$ cat config.mk
export PLATFORM = sky130hd
export DESIGN_NAME = morse_keyer_decoder
export DESIGN_NICKNAME = d
export VERILOG_FILES = /design/src/rtl/morse_keyer_decoder.sv
export SDC_FILE = /design/constraint.sdc
export NUM_CORES = 1
export LEC_CHECK = 0
export CORE_UTILIZATION = 25
export CTS_CLUSTER_DIAMETER = 30
export DETAILED_ROUTE_END_ITERATION = 8
export PLACE_DENSITY = 0.5
export SLEW_MARGIN = 10
export SYNTH_ARGS = -nofsm -noshare
export SYNTH_HDL_FRONTEND = slang
export SYNTH_SLANG_ARGS = --single-unit
export TNS_END_PERCENT = 10
$ cat constraint.sdc
create_clock -name clk -period 3.04 [get_ports clk]
set_input_delay 0.456 -clock clk [delete_from_list [all_inputs] [get_ports clk]]
set_output_delay 0.456 -clock clk [all_outputs]
set_load 0.05 [all_outputs]
$ cat src/rtl/morse_keyer_decoder.sv
// Morse keyer decoder: times marks and gaps of a synchronised key level, classifies
// dots/dashes, assembles letters and flags letter and word gaps.
module morse_keyer_decoder #(
  parameter int UNIT_CLKS  = 4,
  parameter int DASH_UNITS = 3,
  parameter int LGAP_UNITS = 3,
  parameter int WGAP_UNITS = 7,
  parameter int MAX_SYMS   = 6
) (
  input  logic                clk,
  input  logic                reset,
  input  logic                b,
  output logic                dot,
  output logic                dash,
  output logic                lg,
  output logic                wg,
  output logic [MAX_SYMS-1:0] code_out,
  output logic [4:0]          code_len,
  output logic                err,
  output logic                busy
);

  localparam int WGAP_CLKS = WGAP_UNITS * UNIT_CLKS;
  localparam int CW        = $clog2(WGAP_CLKS + 1);

  localparam logic [CW-1:0] CNT_SAT  = CW'(WGAP_CLKS);
  localparam logic [CW-1:0] DASH_TH  = CW'(DASH_UNITS * UNIT_CLKS);
  localparam logic [CW-1:0] LGAP_TH  = CW'(LGAP_UNITS * UNIT_CLKS);
  // LGAP restarts the counter, so it only has to cover the rest of the word gap.
  localparam logic [CW-1:0] WREST_TH = CW'(WGAP_CLKS - LGAP_UNITS * UNIT_CLKS);
  localparam logic [CW-1:0] CNT_ONE  = CW'(1);
  localparam logic [4:0]    MAX_LEN  = 5'(MAX_SYMS);

  typedef enum logic [1:0] {
    ST_IDLE = 2'b00,
    ST_MARK = 2'b01,
    ST_GAP  = 2'b10,
    ST_LGAP = 2'b11
  } state_t;

  state_t              state_q, state_d;
  logic [CW-1:0]       cnt_q, cnt_d, cnt_inc_s;
  logic [MAX_SYMS-1:0] code_q, code_d;
  logic [4:0]          len_q, len_d;
  logic [MAX_SYMS-1:0] code_out_q, code_out_d;
  logic [4:0]          code_len_q, code_len_d;
  logic                dot_q, dot_d;
  logic                dash_q, dash_d;
  logic                lg_q, lg_d;
  logic                wg_q, wg_d;
  logic                err_q, err_d;
  logic                busy_q, busy_d;
  logic                sym_s;

  function automatic logic [MAX_SYMS-1:0] shift_in(input logic [MAX_SYMS-1:0] code,
                                                   input logic sym);
    logic [MAX_SYMS-1:0] r;
    r    = code << 1;
    r[0] = sym;
    return r;
  endfunction

  assign cnt_inc_s = (cnt_q == CNT_SAT) ? CNT_SAT : cnt_q + CNT_ONE;
  assign sym_s     = (cnt_q >= DASH_TH);

  // Next-state, counter, letter assembly and pulse generation.
  always_comb begin
    state_d    = state_q;
    cnt_d      = cnt_inc_s;
    code_d     = code_q;
    len_d      = len_q;
    code_out_d = code_out_q;
    code_len_d = code_len_q;
    dot_d      = 1'b0;
    dash_d     = 1'b0;
    lg_d       = 1'b0;
    wg_d       = 1'b0;
    err_d      = 1'b0;
    case (state_q)
      ST_IDLE: begin
        if (b) begin
          state_d = ST_MARK;
          cnt_d   = CNT_ONE;
        end else begin
          cnt_d = '0;
        end
      end
      ST_MARK: begin
        if (b) begin
          cnt_d = cnt_inc_s;
        end else begin
          dash_d  = sym_s;
          dot_d   = ~sym_s;
          state_d = ST_GAP;
          cnt_d   = CNT_ONE;
          if (len_q < MAX_LEN) begin
            code_d = shift_in(code_q, sym_s);
            len_d  = len_q + 5'd1;
          end else begin
            err_d = 1'b1;
          end
        end
      end
      ST_GAP: begin
        if (b) begin
          state_d = ST_MARK;
          cnt_d   = CNT_ONE;
        end else if (cnt_inc_s == LGAP_TH) begin
          lg_d       = 1'b1;
          code_out_d = code_q;
          code_len_d = len_q;
          code_d     = '0;
          len_d      = 5'd0;
          state_d    = ST_LGAP;
          cnt_d      = '0;
        end else begin
          cnt_d = cnt_inc_s;
        end
      end
      ST_LGAP: begin
        if (b) begin
          state_d = ST_MARK;
          cnt_d   = CNT_ONE;
        end else if (cnt_inc_s == WREST_TH) begin
          wg_d    = 1'b1;
          state_d = ST_IDLE;
          cnt_d   = '0;
        end else begin
          cnt_d = cnt_inc_s;
        end
      end
      default: begin
        state_d = ST_IDLE;
        cnt_d   = '0;
      end
    endcase
    busy_d = (state_d != ST_IDLE);
  end

  // State, counter, letter and output registers.
  always_ff @(posedge clk or posedge reset) begin
    if (reset) begin
      state_q    <= ST_IDLE;
      cnt_q      <= '0;
      code_q     <= '0;
      len_q      <= 5'd0;
      code_out_q <= '0;
      code_len_q <= 5'd0;
      dot_q      <= 1'b0;
      dash_q     <= 1'b0;
      lg_q       <= 1'b0;
      wg_q       <= 1'b0;
      err_q      <= 1'b0;
      busy_q     <= 1'b0;
    end else begin
      state_q    <= state_d;
      cnt_q      <= cnt_d;
      code_q     <= code_d;
      len_q      <= len_d;
      code_out_q <= code_out_d;
      code_len_q <= code_len_d;
      dot_q      <= dot_d;
      dash_q     <= dash_d;
      lg_q       <= lg_d;
      wg_q       <= wg_d;
      err_q      <= err_d;
      busy_q     <= busy_d;
    end
  end

  assign dot      = dot_q;
  assign dash     = dash_q;
  assign lg       = lg_q;
  assign wg       = wg_q;
  assign err      = err_q;
  assign busy     = busy_q;
  assign code_out = code_out_q;
  assign code_len = code_len_q;

endmodule

## After elaboration in Yosys (flattened, before gate mapping)

Cells that the tools add are included.

| word-level totals | value |
|---|---|
| bits of input ports | 3 |
| word-level logic and storage cells | 71 |
| output and inout port bits | 17 |
| register bits after elaboration | 35 |

| operators by class | value |
|---|---|
| multiplexer cells | 38 |
| eq/ne operators | 10 |
| bitwise gates (word level) | 2 |
| reduce and logical (&&, ||, !) cells | 5 |
| order comparisons | 2 |
| $add $sub $neg | 2 |

Operators with widths:

| cell | number |
|---|---|
| 2-to-1 mux 5 bit | 10 |
| 2-to-1 mux 6 bit | 4 |
| one-hot mux 5 bit (4 select lines) | 1 |
| 2-to-1 mux 1 bit | 14 |
| 2-to-1 mux 2 bit | 6 |
| one-hot mux 6 bit (2 select lines) | 1 |
| adder 5 x 1 -> 5 bit (second input constant) | 2 |
| equality test 5 bit (second input constant) | 2 |
| one-hot mux 5 bit (2 select lines) | 1 |
| inequality test 2 bit (second input constant) | 4 |
| one-hot mux 2 bit (4 select lines) | 1 |
| equality test 5 x 4 -> 1 bit (second input constant) | 1 |
| greater-or-equal comparator 5 x 4 -> 1 bit (second input constant) | 1 |
| less-than comparator 5 x 3 -> 1 bit (second input constant) | 1 |
| AND reduction 5 bit | 1 |
| equality test 2 bit (second input constant) | 2 |
| nonzero test 2 bit | 2 |
| AND reduction 3 bit | 1 |
| equality test 2 x 1 -> 1 bit (second input constant) | 1 |
| zero test 2 bit | 1 |
| inverter 1 bit | 2 |

## Logic depth before layout (Yosys ltp)

| logic depth | value |
|---|---|
| depth after elaboration | 7 |
| depth in mapped cells | 8 |

## Worst setup path before layout

Ideal clock, no wire load.

| path | value |
|---|---|
| path kind | flip-flop to flip-flop |
| start | register cnt_q[0] |
| end | register code_len_q[0] (netlist: code_len[0]) |
| cell stages (with the launch flop) | 8 |
| slack | 1.166 ns |
| arrival | 1.749 ns |
| required time | 2.915 ns |
| path buffers | 1 |
| clock period less this slack | 1.874 ns |
| cell sequence | dfrtp_1 -> inv_1 -> ha_1 -> nand2b_1 -> nor4b_4 -> nand3b_4 -> buf_6 -> mux2_4 |

| between the ends | value |
|---|---|
| word-level cells in the longest chain between the ends | 4 |
| elaborated cells between the ends (all ways) | 5 |

RTL lines:

| item | line | RTL |
|---|---|---|
| start, declared | 42 | `logic [CW-1:0] cnt_q, cnt_d, cnt_inc_s;` |
| start signal, assigned | 157 | `cnt_q <= cnt_d;` |
| adder 5 x 1 -> 5 bit or equality test 5 bit (tied branches) | 63 | `assign cnt_inc_s = (cnt_q == CNT_SAT) ? CNT_SAT : cnt_q + CNT_ONE;` |
| 2-to-1 mux 5 bit (*) | 63 |  |
| equality test 5 x 4 -> 1 bit (*) | 108 | `end else if (cnt_inc_s == LGAP_TH) begin` |
| AND reduction 3 bit (no source line) (*) | - |  |
| end signal, assigned | 161 | `code_len_q <= code_len_d;` |
| end, declared | 46 | `logic [4:0] code_len_q, code_len_d;` |

Every way passes the cells marked *; elsewhere a longest branch is shown, timed or not.
A chain may end at the register's enable or synchronous reset.

## Worst setup path in the final report

| path | value |
|---|---|
| start | register cnt_q[0] |
| end | register code_q[0] |

| between the ends | value |
|---|---|
| word-level cells in the longest chain between the ends | 5 |
| elaborated cells between the ends (all ways) | 10 |

RTL lines:

| item | line | RTL |
|---|---|---|
| adder 5 x 1 -> 5 bit or equality test 5 bit (tied branches) | 63 |  |
| 2-to-1 mux 5 bit | 63 |  |
| equality test 5 x 4 -> 1 bit | 108 |  |
| inequality test 2 bit (no source line) | - |  |
| AND reduction 5 bit (no source line) | - |  |
| end signal, assigned | 158 | `code_q <= code_d;` |
| end, declared | 43 | `logic [MAX_SYMS-1:0] code_q, code_d;` |

Several ways; a longest one is shown, not always the timed one. The select of a mux whose other input is x is not followed.

==> key figures <==
Worst setup path
  – CP Data Arrival Time: ~2.3 ns
  – Worst setup path class: register to register
  – CP Capture Type: register
  – Crit start category: register
  – R2R Path End: code_q[0]
  – Worst r2r path cells: 6
  – Worst r2r src: cnt_q[0]
  – Data required, critical path: around 3.2 ns
  – CP max FO: 15
  – R2R setup slack: 0.92 ns

Floorplan
  – FP Rows: 29
  – Initial cell density of the core: a little over a quarter
  – Die Height: around 85 um
  – Die footprint: approximately 0.0072 mm2
  – Area of the core: approximately 0.0065 mm2
  – Die X: 85.0 um
  – Boundary Pins: 20

Timing
  – Setup TNS Final: 0 ns
  – RSZ-0062 raised after global routing: false
  – Slew Limit Fails: 0
  – Worst hold slack: between 0.5 and 0.6 ns
  – Endpoints failing hold: 0
  – Slew Limit Headroom: 60.6%
  – Minimum clock period: ~2.1 ns
  – Fmax: 0.472 GHz
  – Clock Skew: approximately 0.0048 ns
  – Final Cycle Share: a little over two thirds
  – Worst Tran Pin Value: approximately 0.6 ns
  – # setup viols final: 0

Place
  – Final HPWL DP: around 2.3 mm
  – Placed inst area: between 0.0015 and 0.002 mm2
  – RePlAce Congestion: roughly 0.76
  – PortBufs: 19

Pwr
  – Internal power: around 800 uW
  – Max VDD drop: around 0.00016 V
  – Register share of total power: between 40% and 50%
  – Sw Pwr: ~240 uW
  – Comb pwr share: under 10%
  – Clock power frac: 41.9%
  – Leak Pwr: 0.951 nW
  – Sw Ratio: a little under a quarter
  – PwrDens: just under 500 mW/mm2

Global routing
  – GRT Max-Usage Layer: met1
  – Met2 Usage GRT: between 10% and 20%
  – First-pass GRT wire length: 5.71 mm
  – Vias in the first global route: between 1000 and 1500
  – Met1 global-route usage: approximately 15%
  – Met3 Track Usage GR: slightly above 3%
  – Grt ovf: 0
  – Initial antenna violation count: 0
  – Largest net degree at the start of global routing: 36
  – Total Routing Usage GR: between 10 and 15%

Clock network
  – Worst-path clk slew: roughly 0.070 ns
  – Post-CTS setup buffers: 0
  – Clock root cell: clkbuf_8
  – Post-CTS resize count: 0
  – Max Buffers Root-to-Sink: 2
  – Total CTS buffers: 5
  – # hold bufs at CTS: 0
  – Clock Latency Late Sink: between 0.2 and 0.3 ns
  – CTS H-tree lvls: 2
  – CTS tree: yes
  – CTS Sinks: 35

Detailed routing
  – Initial DRC Count: 53
  – Final WL: ~3.3 mm
  – Drt first pass iters: 4
  – Vias: around 1100
  – Post-detailed-route via-to-cell ratio: about 4.6
  – Post-route DRC: 0
  – Avg WL per Cell: about 13 um
  – Routed Antenna Nets: 0

Worst hold path
  – Min-Delay Endpoint: code_len[0]
  – Hold Crit Class: register to register
  – HP Start: code_len[0]
  – WHS Path Cells: 1

Layout
  – Ant diodes: 0
  – Layout net count: roughly 180
  – Fin area: ~0.0021 mm2
  – Synth-to-layout area growth: 20.4%
  – Share of cells above drive strength 1: between 10 and 15%

Synthesis
  – Synth async-reset ratio: between 90% and 100%
  – Post-synth EDFFs: 0
  – Synthesized area: 0.00172 mm2
  – Synth Flop Type: dfrtp_1
  – YS warnings: 0
  – Distinct cells, synth: 40
  – Synth Register Bits: 35
  – Post-Synthesis Cells: 155
  – Seq/Total Area, Yosys: around half
  – Post-Syn Area per Cell: ~11 um2
  – Syn_nets: approximately 160

Status
  – Outcome: completed

Flow run
  – Total of max-cap violations: 0
==> layer usage <==
layer  vias to the layer above  routed length, um
li1                        576                  -
met1                       545               1740
met2                        23               1420
met3                         2                126
met4                         0                 19
met5                         -                  0
==> per-stage QoR <==
| step | utilization [%] | setup WS, ns | power (mW) | std cells |
|---|---|---|---|---|
| finish | 31.9 | 0.921 | 1.02 | 251 |
| global route | 31.9 | 0.655 | 1.07 | 251 |
| CTS | 31.9 | 0.899 | 1.04 | 251 |
| detailed placement | 30.1 | 0.758 | 0.602 | 243 |
| global placement | 30.1 | 0.793 | 0.601 | 243 |
| floorplan | - | 1.17 | 0.575 | 155 |
==> power groups by stage <==
stage	Sequential [mW]	Combinational (mW)	Clock [mW]
2_1_floorplan	0.503	0.0722	0
3_3_place_gp	0.504	0.0975	0
3_5_place_dp	0.504	0.0979	0
4_1_cts	0.495	0.0981	0.444
5_1_grt	0.498	0.110	0.465
6_report	0.495	0.0969	0.428
==> cell type report <==
| class | count | area (um2) |
|---|---|---|
| clock buffer | 6 | 82.6 |
| clock inverter | 2 | 35.0 |
| fill | 654 | 4420 |
| inverter | 6 | 22.5 |
| multi-input combinational | 104 | 757 |
| sequential | 35 | 876 |
| tap | 77 | 96.3 |
| timing repair buffer | 21 | 205 |
==> registers in the layout, indices dropped and copies added, names as in the netlist <==
signal	cells
code_out	6
lg	1
dot	1
len_q	5
state_q	2
wg	1
busy	1
cnt_q	5
err	1
code_len	5
dash	1
code_q	6
==> worst max-delay path: stages (launching register included) <==
cell and delay (ns):
dfrtp_1 0.46, inv_1 0.07, ha_1 0.24, nand2b_1 0.17, mux2i_2 0.27, and3b_1 0.59
o211ai_1 0.18
==> cell families after synthesis <==
kind of cell / after synthesis / synth area share [%]
buf+inv: 16 / 5.23
mux: 12 / 10.2
xor+xnor: 3 / 1.53
compound gates: 37 / 13.9
flops: 35 / 50.8
simple gates: 49 / 16.2
fa+ha+maj: 3 / 2.18
==> cells in the final DEF (no fill, tap or decap), types with 2 or more instances in the layout <==
cell and n:
a211o_1 2, a211oi_1 2, a21oi_1 6, a22oi_1 6
a31oi_1 5, and2_1 4, buf_4 2, clkbuf_8 6
clkdlybuf4s50_1 19, dfrtp_1 35, ha_1 3, inv_1 6
mux2_4 10, nand2_1 16, nand2b_1 2, nand3_1 4
nor2_1 9, nor2b_1 2, nor3_1 4, o21ai_0 2
o21ai_1 8, xor2_1 2
==> how the worst max path moves through the flow <==
stage / startpoint / to / depth (start not counted)
6_report: cnt_q[0] / code_q[0] / 6
3_5_place_dp: b / code_out[4] / 5
3_3_place_gp: b / code_out[4] / 5
4_1_cts: cnt_q[0] / code_q[0] / 6
5_1_grt: cnt_q[0] / code_q[0] / 6
2_1_floorplan: cnt_q[0] / code_len[0] / 7
==> synth_stat cells (all sizes together), types with 3 or more instances <==
master | n | area [um2]
dfrtp | 35 | 876
nand2 | 16 | 60.1
mux2 | 11 | 161
o21ai | 10 | 50.1
nor2 | 9 | 33.8
buf | 7 | 56.3
a21oi | 6 | 30.0
a22oi | 6 | 45.0
inv | 6 | 22.5
a31oi | 5 | 31.3
and2 | 5 | 33.8
nand3 | 4 | 20.0
nor3 | 4 | 20.0
clkbuf | 3 | 11.3
ha | 3 | 37.5
No activity file was read; power rests on OpenSTA's default activity.
